`config.mk`:
```
export PLATFORM = sky130hd
export DESIGN_NAME = alu_result_stage_flat
export DESIGN_NICKNAME = d
export VERILOG_FILES = /design/src/rtl/alu_result_stage_if.sv /design/src/rtl/alu_result_stage.sv /design/src/flat_wrapper.sv
export SDC_FILE = /design/constraint.sdc
export NUM_CORES = 1
export LEC_CHECK = 0
export CAP_MARGIN = 20
export CORE_ASPECT_RATIO = 0.9
export CORE_MARGIN = 3
export CORE_UTILIZATION = 50
export CTS_CLUSTER_SIZE = 16
export DETAILED_ROUTE_END_ITERATION = 8
export GPL_ROUTABILITY_DRIVEN = 0
export GPL_TIMING_DRIVEN = 1
export PLACE_DENSITY_LB_ADDON = 0.12
export SYNTH_ARGS = -nofsm -noshare
export SYNTH_HDL_FRONTEND = slang
export SYNTH_SLANG_ARGS = --single-unit
```
`constraint.sdc`:
```
create_clock -name clk -period 4.6 [get_ports clk]
set_clock_uncertainty 0.2 [all_clocks]
set_input_delay 1.15 -clock clk [delete_from_list [all_inputs] [get_ports clk]]
set_output_delay 1.15 -clock clk [all_outputs]
set_load 0.01 [all_outputs]
```
`src/rtl/alu_result_stage_if.sv`:
```
// rtl/alu_result_stage_if.sv - ALU result stage handshake/bus interface
//
// Groups the ALU-side enqueue signals, the writeback-side dequeue signals
// and the architectural flag/occupancy observation signals of
// alu_result_stage.
//   slave  : used by alu_result_stage (consumes ALU results, presents head)
//   master : used by the environment (ALU driver + writeback consumer)
//
// Signals:
//   in_valid/in_ready          ALU result handshake
//   alu_out/alu_zero/alu_pos   ALU result payload
//   in_tag                     destination register tag
//   set_flags                  result updates the flag register
//   out_valid/out_ready        writeback handshake
//   out_data/out_tag           head entry payload
//   flag_zero/flag_pos         architectural flags
//   count                      occupied entries, 0..DEPTH

interface alu_result_stage_if #(
    parameter int WIDTH    = 16,
    parameter int TAG_BITS = 4,
    parameter int DEPTH    = 2
) ();
    localparam int CNT_BITS = $clog2(DEPTH) + 1;

    logic                in_valid;
    logic                in_ready;
    logic [WIDTH-1:0]    alu_out;
    logic                alu_zero;
    logic                alu_pos;
    logic [TAG_BITS-1:0] in_tag;
    logic                set_flags;
    logic                out_valid;
    logic                out_ready;
    logic [WIDTH-1:0]    out_data;
    logic [TAG_BITS-1:0] out_tag;
    logic                flag_zero;
    logic                flag_pos;
    logic [CNT_BITS-1:0] count;

    modport slave (
        input  in_valid, alu_out, alu_zero, alu_pos, in_tag, set_flags, out_ready,
        output in_ready, out_valid, out_data, out_tag, flag_zero, flag_pos, count
    );

    modport master (
        output in_valid, alu_out, alu_zero, alu_pos, in_tag, set_flags, out_ready,
        input  in_ready, out_valid, out_data, out_tag, flag_zero, flag_pos, count
    );
endinterface

```
`src/rtl/alu_result_stage.sv`:
```
// rtl/alu_result_stage.sv - ALU result FIFO and architectural flag register
//
// Buffers ALU results with their destination tag in a DEPTH-entry FIFO and
// presents the head entry to writeback over a valid/ready handshake. The
// zero/positive flag register updates at enqueue time, so flags are visible
// to branch logic even while writeback is stalled.
//
// Optional feature macro: ALU_RESULT_BYPASS_EN
//   When defined and the FIFO is empty, an incoming result is shown on the
//   output in the same cycle; if writeback takes it, it is never stored.
//
// Ports:
//   clk    rising-edge clock
//   reset  synchronous, active-high
//   bus    alu_result_stage_if.slave (handshakes, payloads, flags, count)

module alu_result_stage #(
    parameter int WIDTH    = 16,
    parameter int TAG_BITS = 4,
    parameter int DEPTH    = 2
) (
    input  logic                  clk,
    input  logic                  reset,
    alu_result_stage_if.slave     bus
);
    localparam int PTR_BITS = $clog2(DEPTH);
    localparam int CNT_BITS = $clog2(DEPTH) + 1;
    localparam logic [CNT_BITS-1:0] FULL_CNT = CNT_BITS'(DEPTH);

    logic [WIDTH-1:0]    data_q [DEPTH];
    logic [TAG_BITS-1:0] tag_q  [DEPTH];

    logic [PTR_BITS-1:0] wr_ptr_q, wr_ptr_d;
    logic [PTR_BITS-1:0] rd_ptr_q, rd_ptr_d;
    logic [CNT_BITS-1:0] count_q, count_d;
    logic                flag_zero_q, flag_zero_d;
    logic                flag_pos_q, flag_pos_d;

    logic empty;
    logic full;
    logic in_ready;
    logic push;
    logic store;
    logic fifo_pop;

    assign empty    = (count_q == '0);
    assign full     = (count_q == FULL_CNT);
    // Depends on registered occupancy only, never on out_ready.
    assign in_ready = !reset && !full;
    assign push     = bus.in_valid && in_ready;
    // The FIFO itself only pops when it holds something; a bypassed result
    // is consumed without touching the pointers.
    assign fifo_pop = !empty && bus.out_ready;

`ifdef ALU_RESULT_BYPASS_EN
    logic bypass_hit;
    logic bypass_take;

    // push already excludes reset, so nothing is shown during reset.
    assign bypass_hit  = empty && push;
    assign bypass_take = bypass_hit && bus.out_ready;
    assign store       = push && !bypass_take;

    assign bus.out_valid = !empty || bypass_hit;
    assign bus.out_data  = !empty    ? data_q[rd_ptr_q] :
                           bypass_hit ? bus.alu_out     : '0;
    assign bus.out_tag   = !empty    ? tag_q[rd_ptr_q]  :
                           bypass_hit ? bus.in_tag      : '0;
`else
    assign store = push;

    assign bus.out_valid = !empty;
    assign bus.out_data  = empty ? '0 : data_q[rd_ptr_q];
    assign bus.out_tag   = empty ? '0 : tag_q[rd_ptr_q];
`endif

    assign bus.in_ready  = in_ready;
    assign bus.flag_zero = flag_zero_q;
    assign bus.flag_pos  = flag_pos_q;
    assign bus.count     = count_q;

    always_comb begin
        wr_ptr_d    = wr_ptr_q;
        rd_ptr_d    = rd_ptr_q;
        count_d     = count_q;
        flag_zero_d = flag_zero_q;
        flag_pos_d  = flag_pos_q;

        // DEPTH is a power of two, so natural pointer overflow is the wrap.
        if (store) begin
            wr_ptr_d = wr_ptr_q + PTR_BITS'(1);
        end
        if (fifo_pop) begin
            rd_ptr_d = rd_ptr_q + PTR_BITS'(1);
        end

        unique case ({store, fifo_pop})
            2'b10:   count_d = count_q + CNT_BITS'(1);
            2'b01:   count_d = count_q - CNT_BITS'(1);
            default: count_d = count_q;
        endcase

        // Flags track every accepted result, bypassed or stored.
        if (push && bus.set_flags) begin
            flag_zero_d = bus.alu_zero;
            flag_pos_d  = bus.alu_pos;
        end
    end

    always_ff @(posedge clk) begin
        if (reset) begin
            wr_ptr_q    <= '0;
            rd_ptr_q    <= '0;
            count_q     <= '0;
            flag_zero_q <= 1'b0;
            flag_pos_q  <= 1'b0;
        end else begin
            wr_ptr_q    <= wr_ptr_d;
            rd_ptr_q    <= rd_ptr_d;
            count_q     <= count_d;
            flag_zero_q <= flag_zero_d;
            flag_pos_q  <= flag_pos_d;
        end
    end

    // Storage needs no reset: outputs are gated by count, and store is
    // low during reset because in_ready is.
    always_ff @(posedge clk) begin
        if (store) begin
            data_q[wr_ptr_q] <= bus.alu_out;
            tag_q[wr_ptr_q]  <= bus.in_tag;
        end
    end
endmodule

```
`src/flat_wrapper.sv`:
```
// flat-port wrapper written by rule: the top's interface ports become plain ports
module alu_result_stage_flat 
#(
    parameter int WIDTH    = 16,
    parameter int TAG_BITS = 4,
    parameter int DEPTH    = 2
)
  (clk, reset, bus_in_valid, bus_alu_out, bus_alu_zero, bus_alu_pos, bus_in_tag, bus_set_flags, bus_out_ready, bus_in_ready, bus_out_valid, bus_out_data, bus_out_tag, bus_flag_zero, bus_flag_pos, bus_count);
  alu_result_stage_if #(.WIDTH(WIDTH), .TAG_BITS(TAG_BITS), .DEPTH(DEPTH)) bus_i ();
  input  logic clk;
  input  logic reset;
  input wire logic [$bits(bus_i.in_valid)-1:0] bus_in_valid;
  input wire logic [$bits(bus_i.alu_out)-1:0] bus_alu_out;
  input wire logic [$bits(bus_i.alu_zero)-1:0] bus_alu_zero;
  input wire logic [$bits(bus_i.alu_pos)-1:0] bus_alu_pos;
  input wire logic [$bits(bus_i.in_tag)-1:0] bus_in_tag;
  input wire logic [$bits(bus_i.set_flags)-1:0] bus_set_flags;
  input wire logic [$bits(bus_i.out_ready)-1:0] bus_out_ready;
  output wire logic [$bits(bus_i.in_ready)-1:0] bus_in_ready;
  output wire logic [$bits(bus_i.out_valid)-1:0] bus_out_valid;
  output wire logic [$bits(bus_i.out_data)-1:0] bus_out_data;
  output wire logic [$bits(bus_i.out_tag)-1:0] bus_out_tag;
  output wire logic [$bits(bus_i.flag_zero)-1:0] bus_flag_zero;
  output wire logic [$bits(bus_i.flag_pos)-1:0] bus_flag_pos;
  output wire logic [$bits(bus_i.count)-1:0] bus_count;
  assign bus_i.in_valid = bus_in_valid;
  assign bus_i.alu_out = bus_alu_out;
  assign bus_i.alu_zero = bus_alu_zero;
  assign bus_i.alu_pos = bus_alu_pos;
  assign bus_i.in_tag = bus_in_tag;
  assign bus_i.set_flags = bus_set_flags;
  assign bus_i.out_ready = bus_out_ready;
  assign bus_in_ready = bus_i.in_ready;
  assign bus_out_valid = bus_i.out_valid;
  assign bus_out_data = bus_i.out_data;
  assign bus_out_tag = bus_i.out_tag;
  assign bus_flag_zero = bus_i.flag_zero;
  assign bus_flag_pos = bus_i.flag_pos;
  assign bus_count = bus_i.count;
  alu_result_stage #(.WIDTH(WIDTH), .TAG_BITS(TAG_BITS), .DEPTH(DEPTH)) u_core (.clk(clk), .reset(reset), .bus(bus_i));
endmodule
```
==> results.rst <==
.. list-table::
   :header-rows: 1

   * - Metric
     - Value
   * - Synthesis warning total
     - 0
   * - Fmax achieved
     - between 200 and 300 MHz
   * - Clock-pin transition on the worst setup and hold timing paths
     - ~80 ps
   * - Count of state elements after synthesis
     - 47
   * - PostCTS Resize Cnt
     - 0
   * - Slew HR
     - between 30 and 40%
   * - Final critical path time including I/O delays and setup
     - roughly 3800 ps
   * - Total Die Area
     - around 4400 um^2
   * - Syn avg cell area
     - 15.2 um^2
   * - Worst VDD drop
     - approximately 0.00030 V
   * - Initial drt markers
     - 53
   * - Count of mapped cells out of synthesis
     - 120
   * - Post-layout worst setup margin
     - about 790 ps
   * - Hold violation count in the final report
     - 0
   * - H-tree depth
     - 2
   * - TritonCTS buffer count
     - 5
   * - Power per cell area
     - 524 nW/um^2
   * - Yosys top cell area share
     - between 60 and 70%
   * - GRT Resource Usage Total
     - 15.7%
   * - Compound-cell area share of the yosys netlist
     - approximately 1.6%
   * - Count of cell types in the netlist
     - 23
   * - Total wire length
     - about 3.2 mm
   * - Wire length of the first global-routing pass
     - 5.24 mm
   * - Area of the multi-input gates
     - about 450 um^2
   * - Post-place setup slack
     - roughly 800 ps
   * - Via count
     - between 1000 and 1500
   * - Worst Path Class, Setup
     - in2out
   * - Ratio of cells with drive above 1 in the final layout
     - about 7.3%
   * - Largest net degree at the start of global routing
     - 22
   * - Fin nets
     - a little over 200
   * - Number of placement rows
     - 20
   * - Data required time at the worst endpoint
     - approximately 3300 ps
   * - Grt ovf
     - 0
   * - Boundary pin count
     - 53
   * - Fraction of the cycle the final worst path needs
     - about 83%
   * - Fill cell total of the finished layout
     - around 220
   * - Largest cells by area after synthesis
     - sky130_fd_sc_hd__edfxtp_1, sky130_fd_sc_hd__mux2i_1, sky130_fd_sc_hd__dfxtp_1
   * - Max Fanout on Critical Path
     - 9
   * - Number of buffers on the longest clock path
     - 2
   * - Max-Cap Viols
     - 0
   * - Die span in y
     - 63.3 um
   * - Final routed DRC violation total
     - 0
   * - PortBufs
     - 52
   * - Die boundary width
     - ~70 um
   * - Cell taking the most area after synthesis
     - sky130_fd_sc_hd__edfxtp_1
   * - Status
     - finished, final reports clean
   * - Master cell of the clock root buffer
     - sky130_fd_sc_hd__clkbuf_8
   * - Total count of max-transition violations in the final report
     - 0
   * - Parity-gate share of the synthesized area counting xor and xnor cells
     - 1.44%
   * - Average wire per cell in the routed design
     - about 15 um
   * - Unrepaired setup endpoints after global routing
     - no
   * - Setup TNS Final
     - 0 ps
   * - First-pass DRT Iterations
     - 4
   * - Area Overhead vs Synth
     - 36.9%
   * - Post-synthesis simple-gate area fraction
     - under 10%
   * - Std-Cell Core Area
     - between 3000 and 4000 um^2
   * - Register Area
     - ~1300 um^2
   * - Net count after synthesis
     - between 100 and 150
   * - Hold/Removal Path Class
     - reg2reg
   * - Combinational family with the most area after synthesis
     - multiplexers
   * - Number of diodes added for antenna fixing
     - 0
   * - Crit start category
     - input port
   * - Mux cell area share after synthesis
     - 12.2%
   * - Total number of clock tree sinks
     - 47
   * - Mean number of vias per cell
     - 4.95
   * - Actual transition at the worst max-transition pin
     - 917 ps
   * - Number of antenna violations at the first check in global routing
     - 0
   * - Adder and majority cell fraction of the synthesized area
     - less than 1%
   * - Sequential-to-total area share from yosys stat
     - between 70% and 80%
   * - Final ANT Viol Nets
     - 0
   * - Static Leak
     - between 0.0008 and 0.0009 uW
   * - Syn Std Cell Area
     - around 1800 um^2
   * - Endpoint class of the critical path
     - primary output
   * - Number of global-route vias before repair
     - 1125
   * - Insertion delay to the later sink of the worst-skew pair
     - 290 ps
   * - TritonCTS clock tree
     - yes
   * - Worst endpoint data arrival time
     - approximately 2500 ps
   * - Total setup buffers inserted after CTS
     - 0
   * - Starting utilization of the core area
     - 52.9%
   * - Worst hold-check slack
     - 319 ps
   * - Half-perimeter wire length after detailed placement
     - around 2.3 mm
   * - Setup violations, final
     - 0
   * - CTS hold repair buffers
     - 0
-- stage by stage --
step                      cell area, um^2  instances  utilization (%)  total power [uW]
after CTS                            2500        221             72.4              1320
after detailed placement             2390        213             69.3              1040
final                                2500        221             72.4              1310
after floorplan                      1830        120                -               783
after global placement               2390        213             69.3              1030
after global routing                 2500        221             72.4              1390
-- layout make-up --
cell class	instances	share of cell area, %
clock buffers	7	3.05
well taps	44	2.20
multi-input cells	65	18.1
clock inverters	1	1.20
repair buffers	54	21.4
flip-flops and latches	47	53.6
inverters	3	0.450
-- path summary, 6_finish.rpt --
kind	from	end	slack [ps]	cells past startpoint
max reg2reg	u_core.bus.count[0]	u_core.data_q[1][3]	2590	2
min	u_core.rd_ptr_q	u_core.rd_ptr_q	320	2
max	reset	bus_in_ready	790	3
min reg2reg	u_core.rd_ptr_q	u_core.rd_ptr_q	320	2
-- placed cells by master (no fill, tap or decap), types with 2 or more instances in the layout --
cell type	instances
sky130_fd_sc_hd__o21ai_0	2
sky130_fd_sc_hd__xor2_1	2
sky130_fd_sc_hd__nor2b_1	3
sky130_fd_sc_hd__mux2i_1	20
sky130_fd_sc_hd__edfxtp_1	40
sky130_fd_sc_hd__clkbuf_1	2
sky130_fd_sc_hd__mux2_2	2
sky130_fd_sc_hd__inv_1	3
sky130_fd_sc_hd__dfxtp_1	7
sky130_fd_sc_hd__clkdlybuf4s50_1	52
sky130_fd_sc_hd__nor2_1	24
sky130_fd_sc_hd__buf_4	2
sky130_fd_sc_hd__a21oi_1	2
sky130_fd_sc_hd__clkbuf_8	5
-- worst max-delay path, stage by stage --
cell	delay (ps)
sky130_fd_sc_hd__clkdlybuf4s50_1	590
sky130_fd_sc_hd__nor2b_1	170
sky130_fd_sc_hd__clkdlybuf4s50_1	540
-- registers in the layout, indices dropped and copies added, names as in the netlist, named ones only --
register,cells
u_core.tag_q,8
u_core.rd_ptr_q,1
u_core.bus.flag_zero,1
u_core.bus.flag_pos,1
u_core.bus.count,2
u_core.wr_ptr_q,1
u_core.data_q,32
-- where the power goes --
group          internal, uW  switching, uW  total, uW
clock network           163            126        289
registers               503           39.3        542
logic                   267            212        480
total                   933            378       1310
-- synth_stat cells --
| library cell | count |
|---|---|
| sky130_fd_sc_hd__mux2_2 | 2 |
| sky130_fd_sc_hd__nor2b_4 | 1 |
| sky130_fd_sc_hd__clkbuf_1 | 2 |
| sky130_fd_sc_hd__ha_1 | 1 |
| sky130_fd_sc_hd__clkbuf_2 | 1 |
| sky130_fd_sc_hd__dfxtp_1 | 7 |
| sky130_fd_sc_hd__nand2_1 | 1 |
| sky130_fd_sc_hd__a21oi_1 | 2 |
| sky130_fd_sc_hd__nor2b_1 | 3 |
| sky130_fd_sc_hd__mux2i_1 | 20 |
| sky130_fd_sc_hd__inv_1 | 3 |
| sky130_fd_sc_hd__nand2b_2 | 1 |
| sky130_fd_sc_hd__nand3_1 | 1 |
| sky130_fd_sc_hd__xor2_1 | 2 |
| sky130_fd_sc_hd__and3_1 | 1 |
| sky130_fd_sc_hd__o21ai_0 | 2 |
| sky130_fd_sc_hd__a21bo_2 | 1 |
| sky130_fd_sc_hd__nand3b_1 | 1 |
| sky130_fd_sc_hd__or3_1 | 1 |
| sky130_fd_sc_hd__buf_2 | 2 |
| sky130_fd_sc_hd__edfxtp_1 | 40 |
| sky130_fd_sc_hd__xnor2_1 | 1 |
| sky130_fd_sc_hd__nor2_1 | 24 |
-- logic make-up after synthesis --
| logic type | after synthesis |
|---|---|
| fa+ha+maj | 1 |
| mux | 22 |
| compound gates | 5 |
| xor+xnor | 3 |
| flops | 47 |
| simple gates | 34 |
| buf+inv | 8 |
-- per-layer routing --
| metal | track usage, % | vias to the layer above | part of all wire, % | wire, um |
|---|---|---|---|---|
| met1 | 18.7 | 518 | 39 | 1270 |
| met3 | 6.22 | 6 | 6.4 | 207 |
| li1 | - | 537 | - | - |
| met5 | 0 | - | 0 | 0 |
| met2 | 26.0 | 34 | 53 | 1700 |
| met4 | 5.74 | 0 | 1.6 | 52 |
Power figures use the tool's default switching activity.
==> edit 1, RTL diff (same flow settings) <==
Build with the macro `ALU_RESULT_BYPASS_EN` defined.
--- a/src/rtl/alu_result_stage.sv
+++ b/src/rtl/alu_result_stage.sv
@@ -14,4 +14,6 @@
 //   reset  synchronous, active-high
 //   bus    alu_result_stage_if.slave (handshakes, payloads, flags, count)
+
+`define ALU_RESULT_BYPASS_EN
 
 module alu_result_stage #(
Check against the original RTL: not equivalent (Yosys sat finds a counterexample within 4 cycles, from zero or initial values and one cycle with reset high).
==> edit 1 against the original RTL <==
  * Wire length is 11% higher
  * Sequential cell count stayed put
  * Synthesized area is 8.1% higher
  * Core utilization is 2.2 points lower
  * Setup slack worse by 380 ps
  * Fmax is 9.1% lower
  * Power is 0.10% lower
  * Cell area is 5.5% higher
==> edit 1: results (changes against the original RTL) <==
detailed_routing:
  vias: 1215  # was 1095
  wl_met1_um: 1520  # was 1270 um
  drt-wirelength-per-cell_um: 15.6  # was 14.6 um
  dr_wl_met3_um: 173  # was 207 um
  dr_wl_met2_um: 1860  # was 1700 um
  drtIter0Drc: 68  # was 53
global_route:
  first_global_vias: 1279  # was 1125
  grt_use_met2_pct: 29.0  # was 26.0%
  grt_use_total_pct: 16.7  # was 15.7%
  grt_first_pass_wirelength_um: 5940  # was 5240 um
  grt.met1_usage_pct: 20.2  # was 18.7%
  met3_usage_pct: 3.98  # was 6.22%
  grt_max_degree: 21  # was 22
timing:
  holdWs_ps: 305  # was 319 ps
  maxSlewHeadroom_pct: 49.5  # was 38.9%
  finalWorstSetupSlack_ps: 408  # was 789 ps
yosys:
  synthTopCellsByArea: "edfxtp_1 61%, mux2i_1 11%, o2bb2ai_1 8.9%"  # was edfxtp_1 66%, mux2i_1 11%, dfxtp_1 7.7%
  synth_mux_area_share_pct: 11.8  # was 12.2%
  synth_nets: 154  # was 148
  synthTopCellsByCount: "40 x edfxtp_1, 21 x mux2i_1, 20 x o2bb2ai_1, 7 x dfxtp_1, 7 x nor2_1"  # was 40 x edfxtp_1, 24 x nor2_1, 20 x mux2i_1, 7 x dfxtp_1
  ys_types: 25  # was 23
  synthAdderAreaFrac_pct: 0.634  # was 0.685%
  yosysSeqAreaShare_pct: 67.9  # was 73.4%
  synthCells: 126  # was 120
  yosys_warnings: 0  # unchanged
  synthXorXnorAreaFrac_pct: 1.33  # was 1.44%
  synth_compound_area_share_pct: 10.1  # was 1.64%
placement:
  dp_cells: 222  # was 213
  portBuffers: 52  # unchanged
  dp_hpwl_um: 2640  # was 2260 um
  placed_cell_area_mm2: 0.00255  # was 0.00239 mm^2
  pre_cts_ws_ps: 390  # was 799 ps
worst_setup_path:
  crit_arrival_ps: 2840  # was 2460 ps
  cp-endpoint: "bus_out_data[10]"  # was bus_in_ready
  critPathMaxFanout: 20  # was 9
  r2r-end: "u_core.data_q[0][1]"  # was u_core.data_q[1][3]
  rrSetupSlack_ps: 2690  # was 2590 ps
  critPathLaunch: "bus_in_valid"  # was reset
  reg2reg_depth: 3  # was 2
worst_hold_path:
  hp-start: "u_core.wr_ptr_q"  # was u_core.rd_ptr_q
  hold_path_depth: 1  # was 2
  whs_endpoint: "u_core.wr_ptr_q"  # was u_core.rd_ptr_q
pwr:
  ir_worst_vdd_mv: 0.301  # was 0.302 mV
  p_leak_nw: 0.862  # was 0.859 nW
final_layout:
  drive_above_1_share_pct: 11.4  # was 7.34%
  nFillCells: 257  # was 224
  fin_cells: 230  # was 221
  fin_nets: 211  # was 204
outcome:
  status: "finished, final reports clean"  # unchanged
cts:
  cts_buffers: 5  # unchanged
## edit 1: layout make-up
type                    count  area share [%]
clock buffers               6            2.75
clock inverters             2           0.474
inverters                   2           0.285
multi-input cells          69            22.0
flip-flops and latches     47            50.9
well taps                  46            2.18
repair buffers             58            21.4
## edit 1: where the power goes
part | switching, mW | internal [mW] | leakage, nW | total, mW
Sequential | 0.0386 | 0.506 | 0.421 | 0.544
Combinational | 0.246 | 0.290 | 0.399 | 0.536
Clock | 0.123 | 0.106 | 0.0412 | 0.229
Total | 0.408 | 0.902 | 0.862 | 1.31
## edit 1: worst max-delay path: stages
cell             delay (ps)
clkdlybuf4s50_1         530
nand2b_4                 70
nor3_2                   90
buf_4                   270
o2bb2ai_1               160
clkdlybuf4s50_1         560
==> edit 2, RTL diff (config.mk and constraints unchanged) <==
Made on the original files. Make the reset (`reset`) asynchronous in one clocked block.
--- a/src/rtl/alu_result_stage.sv
+++ b/src/rtl/alu_result_stage.sv
@@ -108,5 +108,5 @@
     end
 
-    always_ff @(posedge clk) begin
+    always_ff @(posedge clk or posedge reset) begin
         if (reset) begin
             wr_ptr_q    <= '0;
Function: differs if reset is asserted again (counterexample within 4 cycles, from zero or initial values and one cycle with reset high); with reset held inactive, the same outputs for 10 cycles.
==> edit 2 against the original RTL <==
  * First-iteration DRC count is 74% higher
  * Setup slack worse by 3.1 ps
  * Power is 12% higher
  * Sequential cell count is 1 lower
  * Critical path depth is 1 higher
  * Synthesized cell count is 7.5% lower
  * Wire length is 5.1% lower
  * Synthesized area hardly changed
  * Non-clock buffer count is 1 higher
  * Critical endpoint unchanged
  * Critical path type unchanged
  * Cell area is 0.25% lower
  * Cell count is 4.1% lower
==> edit 2: results (changes against the original RTL) <==
timing:
  fin_crit_ps: 3810  # about the same
  holdWs_ps: 312  # was 319 ps
  maxSlewHeadroom_pct: 50.3  # was 38.9%
worst_setup_path:
  r2r-end: "u_core.bus.count[1]"  # was u_core.data_q[1][3]
  critPathMaxFanout: 7  # was 9
  rrSetupSlack_ps: 2280  # was 2590 ps
  crit_arrival_ps: 2460  # about the same
  r2r-start: "u_core.bus.count[1]"  # was u_core.bus.count[0]
  reg2reg_depth: 6  # was 2
detailed_routing:
  drt-wirelength-per-cell_um: 14.5  # was 14.6 um
  avgViaCountPerCell: 4.90  # was 4.95
  wl_met1_um: 1290  # was 1270 um
  first_pass_iters: 2  # was 4
  dr_wl_met2_um: 1530  # was 1700 um
  routed.top_layer: "met4"  # unchanged
  drtIter0Drc: 92  # was 53
  drt-total-wl_um: 3070  # was 3240 um
yosys:
  syn_avg_cell_area_um2: 16.5  # was 15.2 um^2
  synthTopCellsByCount: "40 x edfxtp_1, 23 x nor2_1, 20 x mux2i_1, 6 x dfrtp_1, 3 x xnor2_1"  # was 40 x edfxtp_1, 24 x nor2_1, 20 x mux2i_1, 7 x dfxtp_1
  yosysSeqAreaShare_pct: 73.9  # was 73.4%
  synth-edff-count: 40  # unchanged
  ys_types: 19  # was 23
  synth_nets: 139  # was 148
  synth-async-reset-ratio_pct: 13.0  # was 0%
  synthTopCellsByArea: "edfxtp_1 66%, mux2i_1 11%, dfrtp_1 8.2%"  # was edfxtp_1 66%, mux2i_1 11%, dfxtp_1 7.7%
worst_hold_path:
  hold_path_depth: 1  # was 2
  hp-start: "u_core.wr_ptr_q"  # was u_core.rd_ptr_q
  whs_endpoint: "u_core.wr_ptr_q"  # was u_core.rd_ptr_q
  min_path_type: "reg -> reg"  # unchanged
final_layout:
  drive_above_1_share_pct: 10.7  # was 7.34%
  largest_register_ffs: 32  # unchanged
  areaGrowthSynthToFinish_pct: 36.5  # was 36.9%
  fin_nets: 196  # was 204
  nFillCells: 234  # was 224
cts:
  cts_root_buf: "clkbuf_8"  # unchanged
  htree_levels: 2  # unchanged
  clockBufferDepth: 2  # unchanged
placement:
  pre_cts_ws_ps: 769  # was 799 ps
  dp_hpwl_um: 2110  # was 2260 um
  placed_cell_area_mm2: 0.00239  # about the same
  dp_cells: 205  # was 213
global_route:
  first_global_vias: 1144  # was 1125
  grt_max_degree: 21  # was 22
  grt_use_total_pct: 15.8  # was 15.7%
  grt_first_pass_wirelength_um: 5300  # was 5240 um
pwr:
  p_leak_nw: 0.949  # was 0.859 nW
  ir_worst_vdd_mv: 0.357  # was 0.302 mV
outcome:
  status: "finished, final reports clean"  # unchanged
==> edit 2: worst max-delay path, stage by stage <==
cell and delay, ps:
clkdlybuf4s50_1 410, inv_1 200, and2_2 180, clkdlybuf4s50_1 520
==> edit 2: area by class of cell <==
type	count	share of cell area, %
sequential	46	54.2
timing repair buffer	55	21.8
multi-input combinational	58	17.5
clock buffer	5	2.76
tap	44	2.21
clock inverter	2	1.35
inverter	2	0.301
==> edit 2: layer usage <==
| layer | global-route usage, % | up-vias |
|---|---|---|
| met1 | 18.8 | 489 |
| met5 | 0 | - |
| met2 | 26.8 | 33 |
| met3 | 5.90 | 5 |
| li1 | - | 511 |
| met4 | 5.02 | 0 |
==> edit 2: cells by family (layout without fill, tap and decap cells) <==
logic type	after synthesis	after routing	synth area share (%)
multiplexers	22	22	12.6
AND/OR/NAND/NOR	30	30	8.01
XOR/XNOR	5	5	2.40
flip-flops	46	46	73.9
buffers and inverters	7	64	2.40
adder cells (fa/ha/maj)	1	1	0.684
==> edit 2: worst max path at each step <==
stage                     start                  end  cells past startpoint
final                     reset         bus_in_ready                      4
after global routing      reset         bus_in_ready                      4
after global placement    reset         bus_in_ready                      4
after detailed placement  reset         bus_in_ready                      4
after CTS                 reset         bus_in_ready                      4
after floorplan           reset  u_core.data_q[0][0]                      3
==> edit 2: power by group <==
| group | total [mW] | internal, mW | switching (mW) |
|---|---|---|---|
| clock | 0.275 | 0.157 | 0.118 |
| combinational | 0.594 | 0.346 | 0.249 |
| sequential | 0.592 | 0.531 | 0.0612 |
| total | 1.46 | 1.03 | 0.429 |
